$ cat config.mk
export PLATFORM = sky130hd
export DESIGN_NAME = bank_cmd_responder_flat
export DESIGN_NICKNAME = d
export VERILOG_FILES = /design/src/rtl/bank_cmd_responder_pkg.sv /design/src/rtl/bank_cmd_responder_if.sv /design/src/rtl/bank_cmd_responder_timer.sv /design/src/rtl/bank_cmd_responder.sv /design/src/flat_wrapper.sv
export SDC_FILE = /design/constraint.sdc
export NUM_CORES = 1
export LEC_CHECK = 0
export CAP_MARGIN = 40
export CORE_AREA = 2 2 55 109
export DETAILED_ROUTE_END_ITERATION = 12
export DIE_AREA = 0 0 57 111
export PLACE_DENSITY_LB_ADDON = 0.08
export SLEW_MARGIN = 20
export SYNTH_ARGS = -nofsm -noshare
export SYNTH_HDL_FRONTEND = slang
export SYNTH_SLANG_ARGS = --single-unit
$ cat constraint.sdc
create_clock -name sys_clk -period 3 [get_ports sys_clk]
set_input_delay 0.6 -clock sys_clk [delete_from_list [all_inputs] [get_ports sys_clk]]
set_output_delay 0.6 -clock sys_clk [all_outputs]
set_load 0.005 [all_outputs]
$ cat src/rtl/bank_cmd_responder_pkg.sv
// Shared types and defaults for the single-bank DRAM command responder.
// Holds the decoded command classes, FSM states, error codes and timing defaults.
package bank_cmd_responder_pkg;

   typedef enum logic [2:0] {
      CMD_NOP = 3'd0,
      CMD_ACT = 3'd1,
      CMD_PRE = 3'd2,
      CMD_RD  = 3'd3,
      CMD_WR  = 3'd4
   } cmd_e;

   typedef enum logic [1:0] {
      S_IDLE        = 2'd0,
      S_ACTIVATING  = 2'd1,
      S_OPEN        = 2'd2,
      S_PRECHARGING = 2'd3
   } state_e;

   localparam logic [2:0] ERR_NONE         = 3'd0;
   localparam logic [2:0] ERR_ACT_NOT_IDLE = 3'd1;
   localparam logic [2:0] ERR_RW_NOT_OPEN  = 3'd2;
   localparam logic [2:0] ERR_CLASS        = 3'd3;

   localparam int unsigned TRCD_DEF = 2;
   localparam int unsigned TRP_DEF  = 2;
   localparam int unsigned TRAS_DEF = 5;
   localparam int unsigned TRC_DEF  = 6;
   localparam int unsigned TWTP_DEF = 5;
   localparam int unsigned CL_DEF   = 3;

   localparam int ROW_W = 14;
   localparam int BA_W  = 3;
   localparam int AP_BIT = 10;

   function automatic cmd_e decode_cmd(input logic ras, input logic cas, input logic we);
      cmd_e c;
      c = CMD_NOP;
      if (ras && !cas) begin
         c = we ? CMD_PRE : CMD_ACT;
      end else if (cas && !ras) begin
         c = we ? CMD_WR : CMD_RD;
      end
      return c;
   endfunction

endpackage

$ cat src/rtl/bank_cmd_responder_if.sv
// Command channel between a DRAM controller (master) and the bank responder (slave).
// Carries the command handshake, payload and the per-command response strobes.
interface bank_cmd_if;
   import bank_cmd_responder_pkg::*;

   logic             cmd_valid;
   logic             cmd_ready;
   logic             cmd_first;
   logic             cmd_last;
   logic [ROW_W-1:0] cmd_payload_a;
   logic [BA_W-1:0]  cmd_payload_ba;
   logic             cmd_payload_cas;
   logic             cmd_payload_ras;
   logic             cmd_payload_we;
   logic             cmd_payload_is_cmd;
   logic             cmd_payload_is_read;
   logic             cmd_payload_is_write;
   logic             rdata_valid;
   logic             wdata_accept;

   modport master (
      output cmd_valid, cmd_first, cmd_last, cmd_payload_a, cmd_payload_ba,
             cmd_payload_cas, cmd_payload_ras, cmd_payload_we,
             cmd_payload_is_cmd, cmd_payload_is_read, cmd_payload_is_write,
      input  cmd_ready, rdata_valid, wdata_accept
   );

   modport slave (
      input  cmd_valid, cmd_first, cmd_last, cmd_payload_a, cmd_payload_ba,
             cmd_payload_cas, cmd_payload_ras, cmd_payload_we,
             cmd_payload_is_cmd, cmd_payload_is_read, cmd_payload_is_write,
      output cmd_ready, rdata_valid, wdata_accept
   );

endinterface

$ cat src/rtl/bank_cmd_responder_timer.sv
// Load/decrement/ready down-counter for one DRAM timing constraint.
// A load on cycle N makes ready reassert on cycle N+CYCLES (the load cycle counts as one).
module bank_timer #(
   parameter int unsigned CYCLES = 2
) (
   input  logic sys_clk,
   input  logic sys_rst,
   input  logic load,
   output logic ready
);

   localparam int unsigned W = (CYCLES > 2) ? $clog2(CYCLES) : 1;
   localparam logic [W-1:0] LOAD_VAL = W'(CYCLES - 1);

   logic [W-1:0] count_q, count_d;

   always_comb begin
      count_d = count_q;
      if (load) begin
         count_d = LOAD_VAL;
      end else if (count_q != '0) begin
         count_d = count_q - W'(1);
      end
   end

   always_ff @(posedge sys_clk) begin
      if (sys_rst) begin
         count_q <= '0;
      end else begin
         count_q <= count_d;
      end
   end

   assign ready = (count_q == '0);

endmodule

$ cat src/rtl/bank_cmd_responder.sv
// Single-bank DRAM command responder: enforces ACT/PRE/RD/WR timing through cmd_ready,
// tracks the open row, produces read-latency strobes and flags protocol misuse.
module bank_cmd_responder
   import bank_cmd_responder_pkg::*;
#(
   parameter int unsigned TRCD = TRCD_DEF,
   parameter int unsigned TRP  = TRP_DEF,
   parameter int unsigned TRAS = TRAS_DEF,
   parameter int unsigned TRC  = TRC_DEF,
   parameter int unsigned TWTP = TWTP_DEF,
   parameter int unsigned CL   = CL_DEF
) (
   input  logic             sys_clk,
   input  logic             sys_rst,
   bank_cmd_if.slave        bus,
   output logic             row_is_open,
   output logic [ROW_W-1:0] open_row,
   output logic             proto_err,
   output logic [2:0]       err_code
);

   localparam logic [1:0] ST_IDLE        = S_IDLE;
   localparam logic [1:0] ST_ACTIVATING  = S_ACTIVATING;
   localparam logic [1:0] ST_OPEN        = S_OPEN;
   localparam logic [1:0] ST_PRECHARGING = S_PRECHARGING;

   logic [1:0]       state_q, state_d;
   logic [ROW_W-1:0] open_row_q, open_row_d;
   logic             proto_err_q, proto_err_d;
   logic [2:0]       err_code_q, err_code_d;
   logic [CL-1:0]    rd_pipe_q, rd_pipe_d;

   cmd_e       cmd;
   logic       auto_pre;
   logic       ready_c;
   logic       accept, acc_act, acc_pre, acc_rd, acc_wr, acc_rw;
   logic       trcd_rdy, trp_rdy, tras_rdy, trc_rdy, twtp_rdy;
   logic       trp_load;
   logic       eff_idle, eff_open;
   logic       class_bad;
   logic [2:0] err_new;
   logic       unused_bits;

   assign cmd      = decode_cmd(bus.cmd_payload_ras, bus.cmd_payload_cas, bus.cmd_payload_we);
   assign auto_pre = bus.cmd_payload_a[AP_BIT];

   always_comb begin
      ready_c = 1'b0;
      if (bus.cmd_valid) begin
         case (cmd)
            CMD_ACT: ready_c = trp_rdy && trc_rdy;
            CMD_PRE: ready_c = tras_rdy && twtp_rdy;
            CMD_RD,
            CMD_WR:  ready_c = trcd_rdy && (!auto_pre || (tras_rdy && twtp_rdy));
            default: ready_c = 1'b1;
         endcase
      end
   end

   assign accept  = bus.cmd_valid && ready_c;
   assign acc_act = accept && (cmd == CMD_ACT);
   assign acc_pre = accept && (cmd == CMD_PRE);
   assign acc_rd  = accept && (cmd == CMD_RD);
   assign acc_wr  = accept && (cmd == CMD_WR);
   assign acc_rw  = acc_rd || acc_wr;

   // A waiting state whose counter has already expired behaves as the state it is about to enter,
   // so a command timed exactly at tRCD/tRP is not mistaken for a protocol error.
   assign eff_idle = (state_q == ST_IDLE) || ((state_q == ST_PRECHARGING) && trp_rdy);
   assign eff_open = (state_q == ST_OPEN) || ((state_q == ST_ACTIVATING) && trcd_rdy);

   assign trp_load = (acc_pre && !eff_idle) || (acc_rw && auto_pre);

   bank_timer #(.CYCLES(TRCD)) u_trcd (.sys_clk(sys_clk), .sys_rst(sys_rst), .load(acc_act), .ready(trcd_rdy));
   bank_timer #(.CYCLES(TRP))  u_trp  (.sys_clk(sys_clk), .sys_rst(sys_rst), .load(trp_load), .ready(trp_rdy));
   bank_timer #(.CYCLES(TRAS)) u_tras (.sys_clk(sys_clk), .sys_rst(sys_rst), .load(acc_act), .ready(tras_rdy));
   bank_timer #(.CYCLES(TRC))  u_trc  (.sys_clk(sys_clk), .sys_rst(sys_rst), .load(acc_act), .ready(trc_rdy));
   bank_timer #(.CYCLES(TWTP)) u_twtp (.sys_clk(sys_clk), .sys_rst(sys_rst), .load(acc_wr), .ready(twtp_rdy));

   always_comb begin
      state_d = state_q;
      case (state_q)
         ST_IDLE: begin
            if (acc_act) state_d = ST_ACTIVATING;
         end
         ST_ACTIVATING: begin
            if (acc_act) begin
               state_d = ST_ACTIVATING;
            end else if (acc_pre || (trcd_rdy && acc_rw && auto_pre)) begin
               state_d = ST_PRECHARGING;
            end else if (trcd_rdy) begin
               state_d = ST_OPEN;
            end
         end
         ST_OPEN: begin
            if (acc_act) begin
               state_d = ST_ACTIVATING;
            end else if (acc_pre || (acc_rw && auto_pre)) begin
               state_d = ST_PRECHARGING;
            end
         end
         ST_PRECHARGING: begin
            if (acc_act) begin
               state_d = ST_ACTIVATING;
            end else if (trp_rdy) begin
               state_d = ST_IDLE;
            end
         end
         default: state_d = ST_IDLE;
      endcase
   end

   assign class_bad = accept && (cmd != CMD_NOP) &&
                      ((bus.cmd_payload_is_read  != (cmd == CMD_RD)) ||
                       (bus.cmd_payload_is_write != (cmd == CMD_WR)));

   always_comb begin
      err_new = ERR_NONE;
      if (acc_act && !eff_idle) begin
         err_new = ERR_ACT_NOT_IDLE;
      end else if (acc_rw && !eff_open) begin
         err_new = ERR_RW_NOT_OPEN;
      end else if (class_bad) begin
         err_new = ERR_CLASS;
      end
   end

   always_comb begin
      proto_err_d = proto_err_q || (err_new != ERR_NONE);
      err_code_d  = proto_err_q ? err_code_q : err_new;
      open_row_d  = acc_act ? bus.cmd_payload_a : open_row_q;
      rd_pipe_d   = CL'({rd_pipe_q, acc_rd});
   end

   always_ff @(posedge sys_clk) begin
      if (sys_rst) begin
         state_q     <= ST_IDLE;
         open_row_q  <= '0;
         proto_err_q <= 1'b0;
         err_code_q  <= ERR_NONE;
         rd_pipe_q   <= '0;
      end else begin
         state_q     <= state_d;
         open_row_q  <= open_row_d;
         proto_err_q <= proto_err_d;
         err_code_q  <= err_code_d;
         rd_pipe_q   <= rd_pipe_d;
      end
   end

   assign bus.cmd_ready    = ready_c;
   assign bus.wdata_accept = acc_wr;
   assign bus.rdata_valid  = rd_pipe_q[CL-1];
   assign row_is_open      = (state_q == ST_ACTIVATING) || (state_q == ST_OPEN);
   assign open_row         = open_row_q;
   assign proto_err        = proto_err_q;
   assign err_code         = err_code_q;

   // Framing and bank-select inputs carry no behaviour for a single bank.
   assign unused_bits = ^{bus.cmd_first, bus.cmd_last, bus.cmd_payload_ba, bus.cmd_payload_is_cmd};

endmodule

$ cat src/flat_wrapper.sv
// flat-port wrapper written by rule: the top's interface ports become plain ports
module bank_cmd_responder_flat import bank_cmd_responder_pkg::*;
#(
   parameter int unsigned TRCD = TRCD_DEF,
   parameter int unsigned TRP  = TRP_DEF,
   parameter int unsigned TRAS = TRAS_DEF,
   parameter int unsigned TRC  = TRC_DEF,
   parameter int unsigned TWTP = TWTP_DEF,
   parameter int unsigned CL   = CL_DEF
)
  (sys_clk, sys_rst, row_is_open, open_row, proto_err, err_code, bus_cmd_valid, bus_cmd_first, bus_cmd_last, bus_cmd_payload_a, bus_cmd_payload_ba, bus_cmd_payload_cas, bus_cmd_payload_ras, bus_cmd_payload_we, bus_cmd_payload_is_cmd, bus_cmd_payload_is_read, bus_cmd_payload_is_write, bus_cmd_ready, bus_rdata_valid, bus_wdata_accept);
  bank_cmd_if bus_i ();
  input  logic sys_clk;
  input  logic sys_rst;
  output logic row_is_open;
  output logic [ROW_W-1:0] open_row;
  output logic proto_err;
  output logic [2:0] err_code;
  input wire logic [$bits(bus_i.cmd_valid)-1:0] bus_cmd_valid;
  input wire logic [$bits(bus_i.cmd_first)-1:0] bus_cmd_first;
  input wire logic [$bits(bus_i.cmd_last)-1:0] bus_cmd_last;
  input wire logic [$bits(bus_i.cmd_payload_a)-1:0] bus_cmd_payload_a;
  input wire logic [$bits(bus_i.cmd_payload_ba)-1:0] bus_cmd_payload_ba;
  input wire logic [$bits(bus_i.cmd_payload_cas)-1:0] bus_cmd_payload_cas;
  input wire logic [$bits(bus_i.cmd_payload_ras)-1:0] bus_cmd_payload_ras;
  input wire logic [$bits(bus_i.cmd_payload_we)-1:0] bus_cmd_payload_we;
  input wire logic [$bits(bus_i.cmd_payload_is_cmd)-1:0] bus_cmd_payload_is_cmd;
  input wire logic [$bits(bus_i.cmd_payload_is_read)-1:0] bus_cmd_payload_is_read;
  input wire logic [$bits(bus_i.cmd_payload_is_write)-1:0] bus_cmd_payload_is_write;
  output wire logic [$bits(bus_i.cmd_ready)-1:0] bus_cmd_ready;
  output wire logic [$bits(bus_i.rdata_valid)-1:0] bus_rdata_valid;
  output wire logic [$bits(bus_i.wdata_accept)-1:0] bus_wdata_accept;
  assign bus_i.cmd_valid = bus_cmd_valid;
  assign bus_i.cmd_first = bus_cmd_first;
  assign bus_i.cmd_last = bus_cmd_last;
  assign bus_i.cmd_payload_a = bus_cmd_payload_a;
  assign bus_i.cmd_payload_ba = bus_cmd_payload_ba;
  assign bus_i.cmd_payload_cas = bus_cmd_payload_cas;
  assign bus_i.cmd_payload_ras = bus_cmd_payload_ras;
  assign bus_i.cmd_payload_we = bus_cmd_payload_we;
  assign bus_i.cmd_payload_is_cmd = bus_cmd_payload_is_cmd;
  assign bus_i.cmd_payload_is_read = bus_cmd_payload_is_read;
  assign bus_i.cmd_payload_is_write = bus_cmd_payload_is_write;
  assign bus_cmd_ready = bus_i.cmd_ready;
  assign bus_rdata_valid = bus_i.rdata_valid;
  assign bus_wdata_accept = bus_i.wdata_accept;
  bank_cmd_responder #(.TRCD(TRCD), .TRP(TRP), .TRAS(TRAS), .TRC(TRC), .TWTP(TWTP), .CL(CL)) u_core (.sys_clk(sys_clk), .sys_rst(sys_rst), .bus(bus_i), .row_is_open(row_is_open), .open_row(open_row), .proto_err(proto_err), .err_code(err_code));
endmodule
==> run_results.csv <==
group,metric,value,unit
outcome,status,"finished clean",
yosys,ys_types,45,
yosys,synth_flop_cell,"dfxtp_1",
sta,period_share,95.9,%
routing,drt_iter0_drc,29,
worst_setup_path,critPathArrivalTime,3100,ps
routing,routed_wl,3930,um
placement,dp_slack,-129,ps
routing,vias,1437,
sta,final.setup.worst_slack,122,ps
finish,syn2layout_area_growth,48.5,%
worst_setup_path,startpoint_type,"input port",
worst_setup_path,worstSetupPathType,"in -> reg",
yosys,yosysSeqAreaShare,39.6,%
floorplan,io_pins,50,
routing,postRouteAntennaNets,0,
clock_tree,clk_pin_slew,50,ps
power_and_ir_drop,power.density,624,nW/um2
grt,grt_max_degree,16,
worst_setup_path,ff2ff_path_depth,13,
clock_tree,cts_tree,"built",
clock_tree,worstSkewPairLatency,280,ps
hold_path,hold_depth,1,
routing,drc,0,
placement,numPortBuffers,42,
floorplan,rows,39,
placement,globalplace.congestion,0.857,
sta,rsz0062_at_grt,"no",
yosys,ys_warn_count,0,
sta,finalSetupViolCount,0,
grt,grt_pass1_vias,1482,
power_and_ir_drop,total_power,1.55,mW
clock_tree,cts_made_buffers,5,
sta,fmaxAchievable,347,MHz
worst_setup_path,rrSetupSlack,230,ps
clock_tree,clockRootBuffer,"clkbuf_16",
routing,wl_per_cell,13.2,um
grt,grt_usage,13.7,%
yosys,synth.cell_area,1670,um2
sta,holdWs,435,ps
power_and_ir_drop,leakagePower,1.04,nW
finish,drive_gt1_share,16.4,%
worst_setup_path,worst_ep_required_time,3220,ps
finish,finalInstanceArea,2480,um2
worst_setup_path,slowest_delay,480,ps
placement,post-dp-hpwl,2920,um
yosys,syn_inst,177,
yosys,synth_edf_count,0,
yosys,syn_nets,221,
hold_path,hold_class,"reg -> reg",
worst_setup_path,worstReg2RegStart,"u_core.u_tras.count_q[0]$_SDFFE_PP0P_",
floorplan,core,5560,um2
worst_setup_path,slowest_stage,"clkdlybuf4s50_1",
worst_setup_path,crit_path_end_kind,"flip-flop",
yosys,synthArstFlopShare,0,%
clock_tree,cts_sinks,33,
job,max_cap_violations,0,
finish,finalNetCount,281,
floorplan,dieArea,6330,um2
finish,diodes,0,
floorplan,die_w,57,um
worst_setup_path,r2r-end,"u_core.state_q[1]$_SDFFE_PP0P_",
routing,firstDrtPassIters,4,
floorplan,chipHeight,111,um
sta,finalClockSkew,5.08,ps
sta,hold_violations,0,
clock_tree,postCtsHoldBufs,0,
clock_tree,cts_buffer_depth,2,
hold_path,holdPathEnd,"u_core.rd_pipe_q[2]$_SDFF_PP0_",
sta,finalMaxSlewViolations,0,
hold_path,hold_start,"u_core.rd_pipe_q[1]$_SDFF_PP0_",
routing,viasPerCell,4.81,
clock_tree,cts_max_level,2,
grt,overflow,0,
worst_setup_path,crit_top_cell,"buf_4",
power_and_ir_drop,max-vdd-ir-drop,0.000398,V
worst_setup_path,worstPathCellList,"clkdlybuf4s50_1, buf_4, ha_2, a41oi_4, o21ai_2, buf_4, buf_4, buf_4, buf_4, buf_4, o21a_4, nor4_1, mux2_4",
worst_setup_path,path_max_fanout,8,
placement,placedInstanceArea,2220,um2
floorplan,start_util,30.0,%
grt,grt_pass1_wl,6800,um
grt,antenna_found_initial,0,
yosys,synth_seq_cells,33,
sta,fin_crit,2880,ps
yosys,syn_area_per_cell,9.42,um2
## how the worst max path moves through the flow
stage | end | slack [ps] | startpoint | depth (start not counted)
floorplan | u_core.state_q[1]$_SDFFE_PP0P_ | 830 | bus_cmd_payload_cas | 7
global placement | bus_wdata_accept | -100 | bus_cmd_payload_ras | 6
detailed placement | bus_wdata_accept | -130 | bus_cmd_payload_ras | 6
CTS | u_core.open_row[5]$_SDFFE_PP0P_ | 40 | bus_cmd_payload_cas | 14
global route | u_core.err_code[1]$_SDFFE_PP0N_ | 4 | bus_cmd_payload_cas | 13
finish | u_core.state_q[1]$_SDFFE_PP0P_ | 120 | bus_cmd_payload_cas | 13
## report_power, final
part	total, mW	internal (mW)	switching, mW
clock network	0.530	0.351	0.179
logic	0.495	0.241	0.254
registers	0.521	0.491	0.0308
## metal layers
layer	global-route usage [%]	wire [um]	part of all wire (%)
met3	2.45	105	2.7
met2	22.0	1970	50
met4	6.98	89	2.3
met5	0	0	0
met1	17.2	1770	45
## placed cells by master (no fill, tap or decap), drive strengths merged, types with 2 or more instances in the layout
cell type | Yosys | layout
nand3b | 3 | 3
nand2b | 2 | 2
nor3 | 6 | 6
buf | 5 | 18
dfxtp | 33 | 33
a21o | 3 | 3
a211oi | 3 | 3
o21ai | 7 | 7
xor2 | 3 | 3
o31ai | 3 | 3
mux2i | 3 | 3
nor2b | 5 | 5
clkbuf | 2 | 7
nand2 | 6 | 6
nand3 | 3 | 3
clkdlybuf4s50 | 0 | 39
nor2 | 9 | 9
dlygate4sd2 | 0 | 3
ha | 16 | 16
a22o | 14 | 14
inv | 23 | 23
a21oi | 9 | 9
## area by class of cell
type	count	area [um2]
Tap cell	61	76.3
Sequential cell	33	661
Fill cell	585	3090
Timing Repair Buffer	60	564
Multi-Input combinational cell	114	930
Clock inverter	1	5.00
Inverter	23	88.8
Clock buffer	7	153
## per-stage QoR
| stage | TNS [ps] | instances | utilization [%] |
|---|---|---|---|
| after detailed placement | -190 | 284 | 39.9 |
| after floorplan | 0 | 177 | - |
| after global placement | -135 | 284 | 39.9 |
| after CTS | 0 | 299 | 44.0 |
| after global routing | 0 | 299 | 44.5 |
| final | 0 | 299 | 44.5 |
## sequential cells by signal, summed over array words and instances, names as in the netlist
| signal | count |
|---|---|
| u_core.err_code | 2 |
| u_core.state_q | 2 |
| u_core.rd_pipe_q | 3 |
| u_core.u_trp.count_q | 1 |
| u_core.u_tras.count_q | 3 |
| u_core.proto_err | 1 |
| u_core.u_twtp.count_q | 3 |
| u_core.open_row | 14 |
| u_core.u_trcd.count_q | 1 |
| u_core.u_trc.count_q | 3 |
## worst max-delay path: cells and delay by family
family / cells / cell delay [ps]
buf+inv: 7 / 1220
mux: 1 / 200
simple gates: 1 / 260
compound gates: 3 / 570
fa+ha+maj: 1 / 270
## logic make-up (layout without fill, tap and decap cells)
group                    count (synthesis)  after routing  synth area share (%)
XOR/XNOR                                 3              3                  1.58
AO/OA/AOI/OAI                           48             48                  21.9
flip-flops                              33             33                  39.6
adder cells (fa/ha/maj)                 16             16                  12.0
other                                    1              1                 0.225
AND/OR/NAND/NOR                         42             42                  14.6
buffers and inverters                   30             91                  7.43
multiplexers                             4              4                  2.70
## synthesized netlist by cell type, types with 2 or more instances
cell	instances	area (um2)
nor3_1	6	30.0
a21o_1	3	22.5
nand3b_1	3	22.5
buf_4	2	15.0
inv_1	22	82.6
a22o_1	14	123
xor2_1	3	26.3
buf_2	3	15.0
a211oi_1	2	15.0
clkbuf_1	2	7.51
a21oi_1	9	45.0
nand3_1	3	15.0
o21ai_0	3	15.0
o31ai_1	3	22.5
nor2_1	8	30.0
dfxtp_1	33	661
nand2_1	5	18.8
nand2b_1	2	12.5
nor2b_1	5	31.3
o21ai_1	4	20.0
mux2i_1	3	30.0
ha_1	16	200
## what timing repair did
item / CTS / global route
pin swaps: 3 / 0
gates resized for setup: 7 / 5
gates cloned: 0 / 0
setup buffers: 7 / 0
endpoints found under the setup margin: 2 / 16
hold endpoints to repair: 0 / 0
No activity file was read; power rests on OpenSTA's default activity.
